[config.mk]
export PLATFORM = sky130hd
export DESIGN_NAME = latch_seven_seg_display
export DESIGN_NICKNAME = d
export VERILOG_FILES = /design/src/rtl/latch_seven_seg_display.sv
export SDC_FILE = /design/constraint.sdc
export NUM_CORES = 1
export LEC_CHECK = 0
export CAP_MARGIN = 20
export CORE_UTILIZATION = 53
export DETAILED_ROUTE_END_ITERATION = 16
export GPL_TIMING_DRIVEN = 0
export PLACE_DENSITY = 0.78
export SYNTH_ARGS = -nofsm -noshare
export SYNTH_HDL_FRONTEND = slang
export SYNTH_SLANG_ARGS = --single-unit
[constraint.sdc]
create_clock -name clock -period 2.61 [get_ports clock]
set_input_delay 0.261 -clock clock [delete_from_list [all_inputs] [get_ports clock]]
set_output_delay 0.261 -clock clock [all_outputs]
set_load 0.005 [all_outputs]
[src/rtl/latch_seven_seg_display.sv]
// latch_seven_seg_display
// Two-digit BCD event counter (00-99) driving two registered, active-high
// seven-segment displays (Display_L = tens, Display_R = units).
// Blanking darkens both displays without affecting the count.
// Optional feature macro: LSSD_LEADING_ZERO_BLANK_EN suppresses a leading
// zero in the tens digit (Display_L dark when tens == 0 and not blanked).
module latch_seven_seg_display (
    input  logic       clock,
    input  logic       reset,
    input  logic       Blanking,
    input  logic       Enable,
    output logic [6:0] Display_L,
    output logic [6:0] Display_R
);

    localparam logic [6:0] SEG_DARK = 7'h00;
    localparam logic [6:0] SEG_ZERO = 7'h7E;

`ifdef LSSD_LEADING_ZERO_BLANK_EN
    localparam logic [6:0] RST_L = SEG_DARK;
`else
    localparam logic [6:0] RST_L = SEG_ZERO;
`endif

    logic [3:0] tens, units;
    logic [3:0] tens_nxt, units_nxt;
    logic [6:0] seg_l_nxt, seg_r_nxt;

    // BCD digit to a..g segments (bit6 = a); codes 10-15 stay dark
    function automatic logic [6:0] seg_decode(input logic [3:0] d);
        case (d)
            4'd0:    seg_decode = 7'h7E;
            4'd1:    seg_decode = 7'h30;
            4'd2:    seg_decode = 7'h6D;
            4'd3:    seg_decode = 7'h79;
            4'd4:    seg_decode = 7'h33;
            4'd5:    seg_decode = 7'h5B;
            4'd6:    seg_decode = 7'h5F;
            4'd7:    seg_decode = 7'h70;
            4'd8:    seg_decode = 7'h7F;
            4'd9:    seg_decode = 7'h7B;
            default: seg_decode = 7'h00;
        endcase
    endfunction

    // Next count: BCD increment with units->tens carry and 99->00 wrap
    always_comb begin
        tens_nxt  = tens;
        units_nxt = units;
        if (Enable) begin
            if (units == 4'd9) begin
                units_nxt = 4'd0;
                tens_nxt  = (tens == 4'd9) ? 4'd0 : tens + 4'd1;
            end else begin
                units_nxt = units + 4'd1;
            end
        end
    end

    // Segments are decoded from the next count so displays never lag the count
    always_comb begin
        seg_r_nxt = seg_decode(units_nxt);
`ifdef LSSD_LEADING_ZERO_BLANK_EN
        seg_l_nxt = (tens_nxt == 4'd0) ? SEG_DARK : seg_decode(tens_nxt);
`else
        seg_l_nxt = seg_decode(tens_nxt);
`endif
    end

    // Count register: reset clears, otherwise load next (hold when disabled)
    always_ff @(posedge clock) begin
        if (reset) begin
            tens  <= 4'd0;
            units <= 4'd0;
        end else begin
            tens  <= tens_nxt;
            units <= units_nxt;
        end
    end

    // Display registers: reset shows "00", blanking darkens, else show count
    always_ff @(posedge clock) begin
        if (reset) begin
            Display_L <= RST_L;
            Display_R <= SEG_ZERO;
        end else if (Blanking) begin
            Display_L <= SEG_DARK;
            Display_R <= SEG_DARK;
        end else begin
            Display_L <= seg_l_nxt;
            Display_R <= seg_r_nxt;
        end
    end

endmodule

==> out/results.tsv <==
stage	metric	value	unit
synthesis	yosys.area_share.adder	0.1024	
detailed_routing	via_count	996	
sta	worstMarginPinSlew	0.4921	ns
synthesis	synthArstFlopShare	0	
global_route	antenna_found_initial	0	
sta	skew	0.01088	ns
cells_and_area	fillers	164	
detailed_routing	wire_per_inst	12.42	um
sta	finalCritPeriodShare	0.9109	
global_route	grt_max_degree	13	
critical_path	rr_worst_depth	11	
clock_network	cts_made_buffers	3	
global_route	grt_pass1_vias	855	
cells_and_area	final-seq-area	440.4	um2
sta	hold_ws	0.3743	ns
critical_path	crit_path_start_kind	primary input	
sta	min_period	2.377	ns
place	dp_hpwl	1695	um
synthesis	yosys.area_share.simple	0.1720	
synthesis	synth-warning-count	0	
global_route	grt_pass1_wl	3774	um
synthesis	syn_avg_cell_area	8.923	um2
run	cap_violations	0	
synthesis	yosys_register_bits	22	
synthesis	synth_mux_area_frac	0.05322	
die	die_area	0.002503	mm2
die	fp.coreArea	0.002191	mm2
synthesis	synthFlopType	dfxtp_1	
synthesis	synth_edf_count	0	
place	port_buffers	16	
sta	relSlewSlack	0.6719	
synthesis	syn-num-nets	151	
detailed_routing	drt_iter0_markers	22	
pwr	leakagePower	0.6383	nW
synthesis	post-synth-top-area-cell	dfxtp_1	
die	initial_core_util	0.5580	
die	die_y	50.03	um
detailed_routing	post-route-drc-count	0	
pwr	p_per_area	450.8	mW/mm2
critical_path	cp.arrival	2.61	ns
cells_and_area	nets	172	
sta	rsz0062_at_grt	false	
clock_network	post_cts_buffers	0	
synthesis	syn-instance-count	137	
clock_network	cts_tree	yes	
sta	fmax	420.6	MHz
pwr	vdd_ir_drop_max	268.1	uV
clock_network	hold_buffers	0	
clock_network	cts-htree-levels	1	
die	rows	17	
detailed_routing	totalWireLength	2298	um
clock_network	cts_root_buf	clkbuf_4	
place	pre_cts_ws	-0.3217	ns
sta	hold_viol_final	0	
critical_path	endpoint_kind	register	
cells_and_area	multi_input_area	742.0	um2
clock_network	clockBufferDepth	2	
synthesis	ys_seq_area_frac	0.3603	
global_route	gr-total-overflow	0	
global_route	track_usage	0.1994	
critical_path	crit_type	in -> reg	
synthesis	synth_xor_area_frac	0.04913	
sta	worst_slack	0.2327	ns
synthesis	synth.top_cell.area_share	0.3603	
synthesis	synth_common_cells	dfxtp_1 (22), a21oi_1 (15), nor2_1 (12)	
clock_network	clk_pin_slew	0.12	ns
clock_network	insertion_delay	0.31	ns
die	fp.dieW	50.03	um
synthesis	synth_compound_area_frac	0.2078	
synthesis	synthTopCellsByArea	dfxtp_1 (36%), ha_1 (10%), a21oi_1 (6.1%)	
critical_path	crit_fanout	7	
synthesis	synth_area	0.001222	mm2
synthesis	synth.most_common_cell	dfxtp_1	
worst_hold_path	hp-class	in -> reg	
critical_path	worstPathRequired	2.84	ns
detailed_routing	drt-pass1-iter-count	4	
status	status	complete, no violations	
cells_and_area	final_layout_size_suffix_gt1_frac	0.1083	
detailed_routing	viasPerCell	5.384	
synthesis	synth_top_family_by_area	compound AO/OA/AOI/OAI gates	
detailed_routing	postRouteAntennaNets	0	
die	io_pins	18	
sta	setup_viol	0	
place	gp_congestion	0.8444	
sta	finalMaxSlewViolations	0	
synthesis	synth_cell_types	36	
cells_and_area	area_growth	21.19	%
worst_hold_path	min_path_cells	2	
cells_and_area	n_antenna_cell	0	
clock_network	clkSinkCount	22	
[routing by layer]
metal	GRT usage	routed length [um]
met1	0.2817	1100
met4	0.1000	40
met2	0.2911	1067
met3	0.02778	89
met5	0	0
[repair_timing]
item                                   in CTS  in global routing
resized for setup                           1                  4
setup endpoints to repair                   1                  1
endpoints found under the hold margin       0                  0
gates cloned                                0                  0
[kinds of logic (layout without fill, tap and decap cells)]
group                      after synthesis  after routing
adders and majority gates               10             10
and+or+nand+nor                         37             37
DFF                                     22             22
muxes                                    6              6
xor gates and xnor gates                 6              6
AOI/OAI and AO/OA                       39             39
buffers and inverters                   17             37
[where the power goes]
group	total, mW	leakage [nW]	internal (mW)	switching, mW
Sequential	0.364	0.182	0.355	0.00887
Clock	0.192	0.0210	0.0852	0.106
Combinational	0.112	0.436	0.0577	0.0547
Total	0.668	0.638	0.498	0.170
[metrics by stage]
step	instances	setup TNS (ns)	utilization	power, mW	instance area, um2
floorplan	137	0	-	0.4335	1222
global placement	181	-0.3138	0.6471	0.4803	1418
detailed placement	181	-0.4011	0.6471	0.4838	1418
CTS	185	0	0.6653	0.6677	1458
global route	185	0	0.6762	0.6954	1481
finish	185	0	0.6762	0.6678	1481
[worst max-delay path, stage by stage]
cell	delay [ns]
clkdlybuf4s50_1	0.63
nand4b_4	0.22
nor2_4	0.22
mux2i_4	0.31
inv_1	0.09
ha_1	0.19
inv_1	0.07
o21ai_0	0.10
a2111oi_2	0.38
a21oi_1	0.08
o31ai_1	0.07
[final timing paths]
kind         startpoint           end  slack [ns]
max              Enable  Display_L[0]        0.23
min            Blanking  Display_L[2]        0.37
max reg2reg    units[3]  Display_L[0]        0.31
min reg2reg     tens[0]       tens[0]        0.70
[registers in the layout, indices dropped and copies added (netlist names)]
register / cells
Display_R: 7
units: 4
tens: 4
Display_L: 7
[layout make-up]
type / count / area share
plain buffers: 8 / 0.02280
clock buffers: 4 / 0.02449
inverters: 9 / 0.02280
multi-input cells: 98 / 0.5008
flip-flops and latches: 22 / 0.2973
well taps: 28 / 0.02365
repair buffers: 16 / 0.1081
[cells in the final DEF, fill, tap and decap left out, types with 2 or more instances in the layout]
master and instances:
xor2_1 2, a31oi_1 2, xnor2_2 2, buf_2 3
nand2b_1 3, clkbuf_4 3, dfxtp_1 22, or3_1 2
ha_1 10, mux2i_1 4, nor3_1 2, xnor2_1 2
clkbuf_1 5, a21o_1 3, clkdlybuf4s50_1 16, nand3_1 2
a22oi_1 3, o21ai_0 5, o21bai_1 3, nand2_1 6
nor2b_1 5, nor2_1 11, a21oi_1 15, inv_1 9
No activity file was read; power rests on OpenSTA's default activity.
